==> config.mk <==
export PLATFORM = sky130hd
export DESIGN_NAME = sm_frame_acc
export DESIGN_NICKNAME = d
export VERILOG_FILES = /design/src/rtl/sm_frame_acc.sv
export SDC_FILE = /design/constraint.sdc
export NUM_CORES = 1
export LEC_CHECK = 0
export ABC_CLOCK_PERIOD_IN_PS = 3500
export CORE_MARGIN = 2
export CORE_UTILIZATION = 42
export CTS_CLUSTER_DIAMETER = 80
export DETAILED_ROUTE_END_ITERATION = 8
export PLACE_DENSITY = 0.63
export SLEW_MARGIN = 15
export SYNTH_ARGS = -nofsm -noshare
export SYNTH_HDL_FRONTEND = slang
export SYNTH_SLANG_ARGS = --single-unit
==> constraint.sdc <==
create_clock -name clk -period 3.5 [get_ports clk]
set_input_delay 0.35 -clock clk [delete_from_list [all_inputs] [get_ports clk]]
set_output_delay 0.35 -clock clk [all_outputs]
set_load 0.01 [all_outputs]
==> src/rtl/sm_frame_acc.sv <==
// sm_frame_acc: collects n handshaked input beats into one summed output word
// per frame, with valid/ready on both sides, selectable wrap or saturate on
// overflow, and a sticky per-frame overflow flag.
module sm_frame_acc #(
    parameter int IW   = 8,
    parameter int OW   = 12,
    parameter int MAXN = 16,
    parameter int SAT  = 0,
    parameter int CNTW = $clog2(MAXN + 1)
) (
    input  logic            clk,
    input  logic            rst,      // asynchronous, active-low
    input  logic [CNTW-1:0] cfg_n,
    input  logic            i_dval,
    output logic            i_rdy,
    input  logic [IW-1:0]   i,
    output logic            o_dval,
    input  logic            o_rdy,
    output logic [OW-1:0]   o,
    output logic            o_ovf
);

    typedef enum logic [1:0] {
        IDLE = 2'd0,
        ACC  = 2'd1,
        OUT  = 2'd2
    } state_e;

    localparam logic [CNTW-1:0] MAXN_C = CNTW'(MAXN);

    state_e          state_q;
    logic [OW-1:0]   acc_q;
    logic [CNTW-1:0] cnt_q;
    logic [CNTW-1:0] n_q;
    logic            ovf_q;
    logic            i_rdy_q;
    logic            o_dval_q;
    logic [OW-1:0]   o_q;
    logic            o_ovf_q;

    logic            beat;
    logic [CNTW-1:0] n_cfg;
    logic [OW-1:0]   acc_base;
    logic [OW:0]     sum_w;
    logic            carry;
    logic [OW-1:0]   acc_d;
    logic            ovf_d;
    logic [CNTW-1:0] cnt_d;
    logic [CNTW-1:0] n_d;
    logic            last;

    // Next-beat datapath: a first beat starts from zero with fresh frame
    // length and overflow flag, later beats build on the held state.
    always_comb begin
        beat  = i_dval && i_rdy_q;
        n_cfg = cfg_n;
        if (cfg_n == '0) begin
            n_cfg = CNTW'(1);
        end else if (cfg_n > MAXN_C) begin
            n_cfg = MAXN_C;
        end

        acc_base = (state_q == IDLE) ? '0 : acc_q;
        sum_w    = {1'b0, acc_base} + (OW + 1)'(i);
        carry    = sum_w[OW];
        acc_d    = (carry && (SAT != 0)) ? '1 : sum_w[OW-1:0];
        ovf_d    = ((state_q == IDLE) ? 1'b0 : ovf_q) | carry;
        cnt_d    = (state_q == IDLE) ? CNTW'(1) : cnt_q + 1'b1;
        n_d      = (state_q == IDLE) ? n_cfg : n_q;
        last     = (cnt_d == n_d);
    end

    // Frame FSM with all state and outputs registered; accumulator is only
    // written on an accepted beat, so data under a low valid never reaches it.
    // NOTE: the reset branch covers every register, including i_rdy_q, so the
    // input side reads not-ready for as long as rst is held low; all updates
    // are non-blocking so every register sees pre-edge values.
    always_ff @(posedge clk or negedge rst) begin
        if (!rst) begin
            state_q  <= IDLE;
            acc_q    <= '0;
            cnt_q    <= '0;
            n_q      <= '0;
            ovf_q    <= 1'b0;
            i_rdy_q  <= 1'b0;
            o_dval_q <= 1'b0;
            o_q      <= '0;
            o_ovf_q  <= 1'b0;
        end else begin
            case (state_q)
                IDLE, ACC: begin
                    i_rdy_q <= 1'b1;
                    if (beat) begin
                        acc_q <= acc_d;
                        cnt_q <= cnt_d;
                        n_q   <= n_d;
                        ovf_q <= ovf_d;
                        if (last) begin
                            state_q  <= OUT;
                            i_rdy_q  <= 1'b0;
                            o_dval_q <= 1'b1;
                            o_q      <= acc_d;
                            o_ovf_q  <= ovf_d;
                        end else begin
                            state_q <= ACC;
                        end
                    end
                end
                OUT: begin
                    if (o_rdy) begin
                        state_q  <= IDLE;
                        o_dval_q <= 1'b0;
                        i_rdy_q  <= 1'b1;
                    end
                end
                default: begin
                    state_q  <= IDLE;
                    i_rdy_q  <= 1'b0;
                    o_dval_q <= 1'b0;
                end
            endcase
        end
    end

    assign i_rdy  = i_rdy_q;
    assign o_dval = o_dval_q;
    assign o      = o_q;
    assign o_ovf  = o_ovf_q;

endmodule

==> impl_results.md, run 1 <==
* Violation count after the first detailed-route iteration at 106
* Buffer cell driving the clock tree root: clkbuf_8
* Post-synth EDFFs at 0
* Maximum buffer depth of the clock tree at 2
* Setup Crit Path Kind: register to register
* Register bit count reported by yosys at 40
* Result of the run: complete, no violations
* Setup repair bufs after CTS at 0
* Async S/R FF share, synth at 1.00
* Fraction of layout cells with a size suffix above 1 at 0.0714
* Number of vias per cell at 5.10
* Initial core utilization at 0.437
* Fin crit period at 2.83 ns
* Total congestion overflow after global routing at 0
* Port Buffers at 31
* Max-slew headroom at the worst pin at 0.394
* Overall fraction of global-route tracks in use at 0.176
* Power, Total at 2.51 mW
* Worst clock skew at roughly 0.008 ns
* Number of global-route vias before repair at approximately 1,800
* Later-pin clock latency in the skew report at about 0.30 ns
* Proportion of netlist area held by the largest area contributor at 0.446
* Die Outline Area at 5950 sq um
* Number of warning messages in the yosys log at 0
* Number of max-slew violations in the final report at 0
* Req. time, crit path at about 3.7 ns
* Number of max-capacitance violations reported at 0
* Layout-stage area growth over the synthesis result at 20.0%
* I/O pins at 32
* Library cell occupying the most area in the post-synthesis netlist: dfrtp_1
* HP Class: input port to asynchronous set/reset pin
* Antenna diode count at 0
* Initial antenna violation count at 0
* Syn Nets at 274
* Overall die width at 77.1 um
* Row count at 26
* Vertical die dimension at 77.1 um
* Core region area at 5140 sq um
* 1st-pass router iterations at 4
* Final core utilization at 0.524
* Layout filler cell count at 535
* Htree depth at 2
* Number of vias in the routed layout at 1,786
* Most repeated cell in the gate-level netlist after synthesis: nand2_1
* Final hold violations at 0
* Share of the cycle needed by the critical path after routing at 0.807
* Sequential cell area fraction in the yosys report at 0.446
* DRC Markers at 0
* Unrepaired setup endpoints after global routing: false
* Post-CTS Hold Buffers at 0
* Most used flip-flop cell after synthesis: dfrtp_1
* Number of sinks on the clock net at 40
* Routability Congestion at 0.756
* CTS-repair resized insts at 0
* Ratio of total power to cell area at 931 nW/um^2
* VDD IR max at 386 uV
* Number of distinct library cells after synthesis at 35
* Top cells by area, synth: dfrtp_1, nand2_1, ha_1
* Wire length reported by the detailed router at 4.69 mm
* Transition time of the tightest slew-check pin at 0.909 ns
* Antenna-violating nets left at 0
* Num CTS Buffers at 5
* Signal arrival time at the worst endpoint at around 3.0 ns
* Setup slack after layout at 0.675 ns
* Post-DP HPWL at 3.38 mm
* CP max stage cell: dfrtp_1
* LEAKAGE at between 1 and 1.5 nW
* Cells along the critical path: or2_1, and2_1, ha_1, fa_1, a211oi_1, o21ai_1, a21oi_1, nor2_1, nand4_1, a31oi_1
* Worst-case setup slack after placement at 0.698 ns
* Routed length per instance at 13.4 um
* Crit. End Element: register
* Setup violators final at 0
* Clk slew on worst S/H paths at 0.08 ns
* Global-route wire length before repair at 8.39 mm
* Largest net degree at the start of global routing at a little over 40
* Synth top cells by count: nand2_1, dfrtp_1, o21ai_1
* Maximum fanout count along the critical path at 7
* Setup TNS after final layout at 0 ns
* Nets at 306
* Kind of start point of the critical path: register
* Synthesized netlist cell count at about 250
* CTS tree: done
* Max incr delay on CP at 0.44 ns
* Avg Cell Area, Syn at 9.09 sq um
* Mapped Area at 2240 sq um
* Maximum clock rate at 354 MHz
==> per-layer routing <==
layer  track usage  share of wire  vias up
li1              -              -      922
met1         0.228           0.45      828
met2         0.296           0.50       30
met3        0.0341          0.040        6
met4        0.0589          0.014        0
met5             0              0        -
==> flip-flops by register name, indices dropped and copies added (netlist names) <==
signal   cells
o           12
cnt_q        5
o_dval       1
n_q          5
ovf_q        1
acc_q       12
i_rdy        1
o_ovf        1
state_q      2
==> cells by family (layout without fill, tap and decap cells) <==
group | after synthesis | after routing | synth area share
and+or+nand+nor | 102 | 102 | 0.205
xor gates and xnor gates | 16 | 16 | 0.0624
buffers and inverters | 9 | 42 | 0.0251
DFF | 40 | 40 | 0.446
AOI/OAI and AO/OA | 69 | 69 | 0.198
muxes | 1 | 1 | 0.00502
adders and majority gates | 10 | 10 | 0.0591
==> power breakdown <==
group          switching, mW  total, mW  internal, mW
combinational          0.749       1.38         0.629
sequential             0.147      0.807         0.661
clock                  0.161      0.322         0.161
==> through the flow <==
stage                     instance area, sq um  std cells  hold slack (ns)
final                                     2690        350            0.165
after global routing                      2690        350            0.270
after CTS                                 2690        350            0.210
after floorplan                           2240        247           0.0544
after detailed placement                  2600        342            0.454
after global placement                    2600        342            0.452
==> cells in the final DEF, fill, tap and decap left out, drive strengths merged <==
cell type	instances
mux2	1
nor2b	1
o21ai	33
ha	9
o21a	4
nand3	6
xnor2	9
a211o	1
nor3	6
a41oi	1
a211oi	3
xor2	7
a21o	5
and2	8
a21oi	12
buf	4
nand2b	3
clkdlybuf4s50	30
a31oi	4
nand4	3
or2	2
nand2	58
o2111ai	1
fa	1
a22o	1
o21bai	3
o31ai	1
nand4b	1
dfrtp	40
clkbuf	8
nor2	13
and3	1
==> worst max-delay path, delay by kind of cell (launching register included) <==
kind / cells / cell delay (ns)
flip-flops: 1 / 0.44
adder cells (fa/ha/maj): 2 / 0.65
AND/OR/NAND/NOR: 4 / 0.76
AO/OA/AOI/OAI: 4 / 0.84
==> path summary, 6_finish.rpt <==
| path | start | endpoint | slack, ns | depth (start not counted) |
|---|---|---|---|---|
| worst max register to register | state_q[0]$_DFFE_PN0P_ | o_ovf$_DFFE_PN0P_ | 0.67 | 10 |
| min in group clk | o[0]$_DFFE_PN0P_ | o[0]$_DFFE_PN0P_ | 0.46 | 2 |
| worst max-delay path | state_q[0]$_DFFE_PN0P_ | o_ovf$_DFFE_PN0P_ | 0.67 | 10 |
| max in group asynchronous | rst | cnt_q[1]$_DFFE_PN0P_ | 2.74 | 1 |
| worst min-delay path | rst | o[3]$_DFFE_PN0P_ | 0.16 | 1 |
| worst min register to register | o[0]$_DFFE_PN0P_ | o[0]$_DFFE_PN0P_ | 0.46 | 2 |
==> area by class of cell <==
| class | count | area, sq um | area share |
|---|---|---|---|
| Multi-Input combinational cell | 198 | 1190 | 0.441 |
| Sequential cell | 40 | 1000 | 0.372 |
| Timing Repair Buffer | 34 | 328 | 0.122 |
| Clock buffer | 8 | 90.1 | 0.0334 |
| Tap cell | 70 | 87.6 | 0.0325 |
Note: power is estimated with default switching activity, not from simulation.
==> inputs of run 2 (changes only) <==
--- a/config.mk
+++ b/config.mk
@@ -5,7 +5,7 @@
 export SDC_FILE = /design/constraint.sdc
 export NUM_CORES = 1
 export LEC_CHECK = 0
-export ABC_CLOCK_PERIOD_IN_PS = 3500
+export ABC_CLOCK_PERIOD_IN_PS = 2900
 export CORE_MARGIN = 2
 export CORE_UTILIZATION = 42
 export CTS_CLUSTER_DIAMETER = 80
==> constraint.sdc (replaced) <==
create_clock -name clk -period 2.9 [get_ports clk]
set_input_delay 0.29 -clock clk [delete_from_list [all_inputs] [get_ports clk]]
set_output_delay 0.29 -clock clk [all_outputs]
set_load 0.01 [all_outputs]
==> impl_results.md, run 2 (synthesis gave the netlist of run 1 again) <==
* Violation count after the first detailed-route iteration at 54 (-49%)
* Number of global-route vias before repair at 1,744 (-1.5%)
* Num CTS Buffers at 5 (unchanged)
* Internal Dissipation at 1.78 mW (+22%)
* I/O pins at 32 (unchanged)
* Dpl cell area at 2650 sq um (+1.7%)
* Routability Congestion at 0.808 (+6.8%)
* LEAKAGE at 1.19 nW (+2.0%)
* Overall die width at 77.1 um (unchanged)
* Transition time of the tightest slew-check pin at 0.881 ns (-0.0282 ns)
* Routed length per instance at 13.2 um (-1.5%)
* Setup slack after layout at 0.311 ns (-0.364 ns)
* Maximum buffer depth of the clock tree at 2 (unchanged)
* CTS tree: done
* Number of vias per cell at 5.09 (-0.25%)
* Setup violators final at 0 (unchanged)
* VDD IR max at 531 uV (+37%)
* Port Buffers at 31 (unchanged)
* Fraction of layout cells with a size suffix above 1 at 0.0979 (+0.0265)
* Antenna diode count at 0 (unchanged)
* Setup repair bufs after CTS at 0 (unchanged)
* Comb pwr share at 0.566 (+0.016)
* HP Class: input port to asynchronous set/reset pin
* Maximum fanout count along the critical path at 4 (-3)
* Global-route wire length before repair at 8.16 mm (-2.8%)
* Cells along the critical path: or2_1, and2_1, ha_1, fa_1, a211oi_1, o21bai_1, a21oi_1, a31oi_1, a21o_1, o21ai_1
* Fin crit period at 2.59 ns (-0.236 ns)
* Req. time, crit path at 3.12 ns (-0.54 ns)
* Vertical die dimension at 77.1 um (unchanged)
* Kind of start point of the critical path: register
* Crit. End Element: register
* Signal arrival time at the worst endpoint at 2.81 ns (-0.17 ns)
* Row count at 26 (unchanged)
* Initial antenna violation count at 0 (unchanged)
* CTS-repair resized insts at 0 (unchanged)
* Clock power frac at 0.122 (-0.006)
* Switching portion of total power at 0.425 (+0.00371)
* Wire length reported by the detailed router at 4.70 mm (+0.19%)
* Total congestion overflow after global routing at 0 (unchanged)
* Relative contribution of sequential cells to total power at 0.311 (-0.011)
* Setup Crit Path Kind: register to register
* Final hold violations at 0 (unchanged)
* Max incr delay on CP at 0.43 ns (about the same)
* Nets at 312 (+2.0%)
* Design area at 2740 sq um (+1.8%)
* Die Outline Area at 5950 sq um (unchanged)
* Number of max-slew violations in the final report at 0 (unchanged)
* Max-slew headroom at the worst pin at 0.413 (+0.0188)
* Maximum clock rate at 386 MHz (+9.1%)
* Power, Total at 3.09 mW (+23%)
* Final hold slack at 0.103 ns (-0.0612 ns)
* Setup TNS after final layout at 0 ns (unchanged)
* Worst-case setup slack after placement at 0.329 ns (-0.369 ns)
* Depth of the most critical reg-to-reg path at 10 (unchanged)
* Number of sinks on the clock net at 40 (unchanged)
* Commonest non-fill, non-tap cell in the layout: nand2_1
* Largest net degree at the start of global routing at 41 (unchanged)
* Clk slew on worst S/H paths at 0.09 ns (about the same)
* R2R Path End: acc_q[10]$_DFFE_PN0P_
* Buffer cell driving the clock tree root: clkbuf_8
* Antenna-violating nets left at 0 (unchanged)
* Overall fraction of global-route tracks in use at 0.171 (-0.00493)
* Core region area at 5140 sq um (unchanged)
* Flop2flop setup slack at 0.31 ns (-0.36 ns)
* Reg-to-reg critical path startpoint: state_q[0]$_DFFE_PN0P_
* Result of the run: complete, no violations
* Number of max-capacitance violations reported at 0 (unchanged)
* Later-pin clock latency in the skew report at 0.30 ns (about the same)
* Post-CTS Hold Buffers at 0 (unchanged)
* Post-DP HPWL at 3.54 mm (+4.8%)
* 1st-pass router iterations at 4 (unchanged)
* Most used cells in the layout excluding fill and tap cells: nand2_1, dfrtp_1, clkdlybuf4s50_1
* Layout-stage area growth over the synthesis result at 22.1%
* Unrepaired setup endpoints after global routing: false
* Ratio of total power to cell area at 1130 nW/um^2 (+21%)
* DRC Markers at 0 (unchanged)
* Number of vias in the routed layout at 1,812 (+1.5%)
* Initial core utilization at 0.437 (unchanged)
* Share of the cycle needed by the critical path after routing at 0.893 (+0.0856)
* Htree depth at 2 (unchanged)
* Switching component of the power at 1.31 mW (+24%)
* CP max stage cell: fa_1
* Worst clock skew at 0.00930 ns (+0.00107 ns)
==> run 2: changes by cell type in the layout (fill, tap and decap cells not counted), sizes merged <==
cell      change
clkinv        +1
buf           +6
clkinvlp      +2
clkbuf        -3
==> run 2: worst max-delay path by stage <==
stage               slack, ns  cells after the start                    end                   start
finish                   0.31                     10  acc_q[10]$_DFFE_PN0P_  state_q[0]$_DFFE_PN0P_
global route             0.09                     10  acc_q[10]$_DFFE_PN0P_  state_q[0]$_DFFE_PN0P_
CTS                      0.29                     10  acc_q[10]$_DFFE_PN0P_  state_q[0]$_DFFE_PN0P_
detailed placement       0.33                      9   acc_q[6]$_DFFE_PN0P_  state_q[0]$_DFFE_PN0P_
global placement         0.38                      9   acc_q[6]$_DFFE_PN0P_  state_q[0]$_DFFE_PN0P_
floorplan                0.16                     12      o_ovf$_DFFE_PN0P_  state_q[0]$_DFFE_PN0P_
==> run 2: area by class of cell <==
type / instances / area [sq um]
sequential: 40 / 1000
fill: 512 / 2400
timing repair buffer: 40 / 373
tap: 70 / 87.6
clock inverter: 3 / 23.8
clock buffer: 5 / 68.8
multi-input combinational: 198 / 1190
==> run 2: critical path: cells and delay by family (launching register included) <==
| kind | cells | cell delay (ns) |
|---|---|---|
| flops | 1 | 0.38 |
| compound gates | 6 | 1.07 |
| fa+ha+maj | 2 | 0.63 |
| simple gates | 2 | 0.43 |
==> run 2: routing by layer <==
layer  vias up  wire (um)  track usage
li1        934          -            -
met1       846       2130        0.210
met2        28       2400        0.304
met3         4        131       0.0306
met4         0         44       0.0536
met5         -          0            0
==> run 2: power by group through the flow <==
| stage | Sequential, mW | Clock (mW) | Combinational [mW] |
|---|---|---|---|
| after global placement | 0.974 | 0 | 1.73 |
| after global routing | 1.00 | 0.416 | 1.94 |
| after CTS | 0.968 | 0.388 | 1.77 |
| final | 0.962 | 0.377 | 1.75 |
| after detailed placement | 0.978 | 0 | 1.76 |
| after floorplan | 0.990 | 0 | 1.19 |
==> run 2: through the flow <==
step,util,cells
2_1_floorplan,-,247
3_3_place_gp,0.515,348
3_5_place_dp,0.515,348
4_1_cts,0.533,356
5_1_grt,0.533,356
6_report,0.533,356
==> inputs of run 3 (changes only) <==
--- a/config.mk
+++ b/config.mk
@@ -11,7 +11,9 @@
 export CTS_CLUSTER_DIAMETER = 80
 export DETAILED_ROUTE_END_ITERATION = 8
 export PLACE_DENSITY = 0.63
+export SETUP_SLACK_MARGIN = 0.2
 export SLEW_MARGIN = 15
 export SYNTH_ARGS = -nofsm -noshare
 export SYNTH_HDL_FRONTEND = slang
 export SYNTH_SLANG_ARGS = --single-unit
+export TNS_END_PERCENT = 100
==> impl_results.md, run 3 (synthesis gave the netlist of run 1 again) <==
* Result of the run: complete, no violations
* Overall fraction of global-route tracks in use at 0.181 (+0.00960)
* Number of vias per cell at 5.14 (+1.0%)
* Worst clock skew at 0.00610 ns (-0.00320 ns)
* Vertical die dimension at 77.1 um (unchanged)
* Crit. End Element: register
* Largest net degree at the start of global routing at 41 (unchanged)
* Initial antenna violation count at 0 (unchanged)
* Power, Total at 3.09 mW (about the same)
* Ratio of total power to cell area at 1130 nW/um^2 (+0.28%)
* Later-pin clock latency in the skew report at 0.29 ns (about the same)
* Layout filler cell count at 520 (+1.6%)
* Max-slew headroom at the worst pin at 0.402 (-0.0112)
* Number of global-route vias before repair at 1,812 (+3.9%)
* Violation count after the first detailed-route iteration at 93 (+72%)
* Maximum buffer depth of the clock tree at 2 (unchanged)
* Reg-to-reg critical path startpoint: state_q[0]$_DFFE_PN0P_
* Flop2flop setup slack at 0.32 ns (about the same)
* Kind of start point of the critical path: register
* LEAKAGE at 1.18 nW (-0.62%)
* Top layer in use: met4
* Routed length on met1 at 2.14 mm (+0.70%)
* Antenna-violating nets left at 0 (unchanged)
* Depth of the most critical reg-to-reg path at 10 (unchanged)
* Switching portion of total power at 0.424 (-0.00113)
* Share of the cycle needed by the critical path after routing at 0.889 (-0.00376)
* Nets at 310 (-0.64%)
* Htree depth at 2 (unchanged)
* Num CTS Buffers at 5 (unchanged)
* DRC Markers at 0 (unchanged)
* 1st-pass router iterations at 4 (unchanged)
* Internal Dissipation at 1.78 mW (+0.21%)
* Relative contribution of sequential cells to total power at 0.315 (+0.004)
* Fraction of layout cells with a size suffix above 1 at 0.110 (+0.0116)
* R2R Path End: o_ovf$_DFFE_PN0P_
* Transition time of the tightest slew-check pin at 0.898 ns (+0.0168 ns)
* Global-route wire length before repair at 8.52 mm (+4.5%)
* Post-CTS Hold Buffers at 0 (unchanged)
* Port Buffers at 31 (unchanged)
* Maximum clock rate at 388 MHz (+0.42%)
* Overall die width at 77.1 um (unchanged)
* Final core utilization at 0.532 (-0.00146)
* I/O pins at 32 (unchanged)
* CP top delay family: compound AO/OA/AOI/OAI gates
* Req. time, crit path at 3.05 ns (-0.07 ns)
* Setup TNS after final layout at 0 ns (unchanged)
* Signal arrival time at the worst endpoint at 2.73 ns (-0.08 ns)
* Antenna diode count at 0 (unchanged)
* Cells along the critical path: or2_4, and2_1, ha_1, fa_2, a211oi_2, o21ai_1, a21oi_2, nor2_1, nand4_1, a31oi_1
* Number of max-capacitance violations reported at 0 (unchanged)
* Buffer cell driving the clock tree root: clkbuf_8
* Wire length reported by the detailed router at 4.76 mm (+1.2%)
* Routed met2 length at 2.35 mm (-2.1%)
* Number of sinks on the clock net at 40 (unchanged)
* Max incr delay on CP at 0.44 ns (about the same)
* Clock power frac at 0.116 (-0.006)
* Initial core utilization at 0.437 (unchanged)
* CP Buf/Inv Count at 0 (unchanged)
* Comb pwr share at 0.569 (+0.003)
* Unrepaired setup endpoints after global routing: false
* CP max stage cell: dfrtp_1
* Setup Crit Path Kind: register to register
* Commonest non-fill, non-tap cell in the layout: nand2_1
* Met3 Wirelength at 215 um (+64%)
* Number of vias in the routed layout at 1,815 (+0.17%)
* Total congestion overflow after global routing at 0 (unchanged)
* Post-DP HPWL at 3.47 mm (-2.0%)
* VDD IR max at 415 uV (-22%)
* Most used cells in the layout excluding fill and tap cells: nand2_1, dfrtp_1, clkdlybuf4s50_1
* Core region area at 5140 sq um (unchanged)
* Setup violators final at 0 (unchanged)
* Clk slew on worst S/H paths at 0.08 ns (about the same)
* Layout-stage area growth over the synthesis result at 21.8%
* Die Outline Area at 5950 sq um (unchanged)
* HP Class: input port to asynchronous set/reset pin
* Maximum fanout count along the critical path at 7 (+3)
* CTS tree: done
* Fin crit period at 2.58 ns (-0.0109 ns)
* Row count at 26 (unchanged)
* Final hold violations at 0 (unchanged)
* Routed length per instance at 13.5 um (+2.1%)
* Switching component of the power at 1.31 mW (-0.26%)
* Routability Congestion at 0.809 (+0.21%)
* Number of max-slew violations in the final report at 0 (unchanged)
-- run 3: cell count changes in the layout (fill, tap and decap cells not counted), moves of 2 or more --
cell | before | now
a21oi_1 | 12 | 9
a21oi_2 | 0 | 3
buf_4 | 9 | 7
clkinvlp_4 | 2 | 0
-- run 3: worst max-delay path by stage --
stage / slack (ns) / to / depth (start not counted) / from
after floorplan: 0.24 / acc_q[10]$_DFFE_PN0P_ / 12 / state_q[0]$_DFFE_PN0P_
after detailed placement: 0.22 / acc_q[10]$_DFFE_PN0P_ / 10 / state_q[1]$_DFFE_PN0P_
after CTS: 0.25 / acc_q[10]$_DFFE_PN0P_ / 10 / state_q[0]$_DFFE_PN0P_
after global routing: 0.21 / o_ovf$_DFFE_PN0P_ / 10 / state_q[0]$_DFFE_PN0P_
final: 0.32 / o_ovf$_DFFE_PN0P_ / 10 / state_q[0]$_DFFE_PN0P_
after global placement: 0.33 / acc_q[10]$_DFFE_PN0P_ / 10 / state_q[0]$_DFFE_PN0P_
-- run 3: power by group through the flow --
stage	sequential [mW]	combinational (mW)	clock (mW)
finish	0.973	1.76	0.358
CTS	0.975	1.74	0.371
detailed placement	0.983	1.73	0
floorplan	0.990	1.21	0
global route	1.01	1.97	0.396
global placement	0.981	1.71	0
-- run 3: layout make-up --
| class | instances | area, sq um | share of cell area |
|---|---|---|---|
| timing repair buffer | 38 | 358 | 0.131 |
| tap | 70 | 87.6 | 0.0320 |
| sequential | 40 | 1000 | 0.367 |
| clock buffer | 6 | 72.6 | 0.0265 |
| multi-input combinational | 198 | 1210 | 0.442 |
| clock inverter | 1 | 5.00 | 0.00183 |
-- run 3: repair_timing --
| action | CTS | global route |
|---|---|---|
| gates resized for setup | 1 | 4 |
| pin swaps | 0 | 1 |
| setup buffers | 0 | 1 |
| setup endpoints to repair | 1 | 9 |
-- run 3: per-layer routing --
metal,track usage,vias to the layer above
met4,0.0661,0
met2,0.304,34
met3,0.0459,6
met1,0.225,846
li1,-,929
met5,0,-
-- run 3: through the flow --
stage	hold slack, ns	instance area (sq um)	instances	setup slack, ns
2_1_floorplan	-0.00559	2250	247	0.237
3_3_place_gp	0.452	2640	345	0.325
4_1_cts	0.151	2720	352	0.254
3_5_place_dp	0.454	2640	345	0.222
6_report	0.120	2730	353	0.322
5_1_grt	0.192	2730	353	0.208
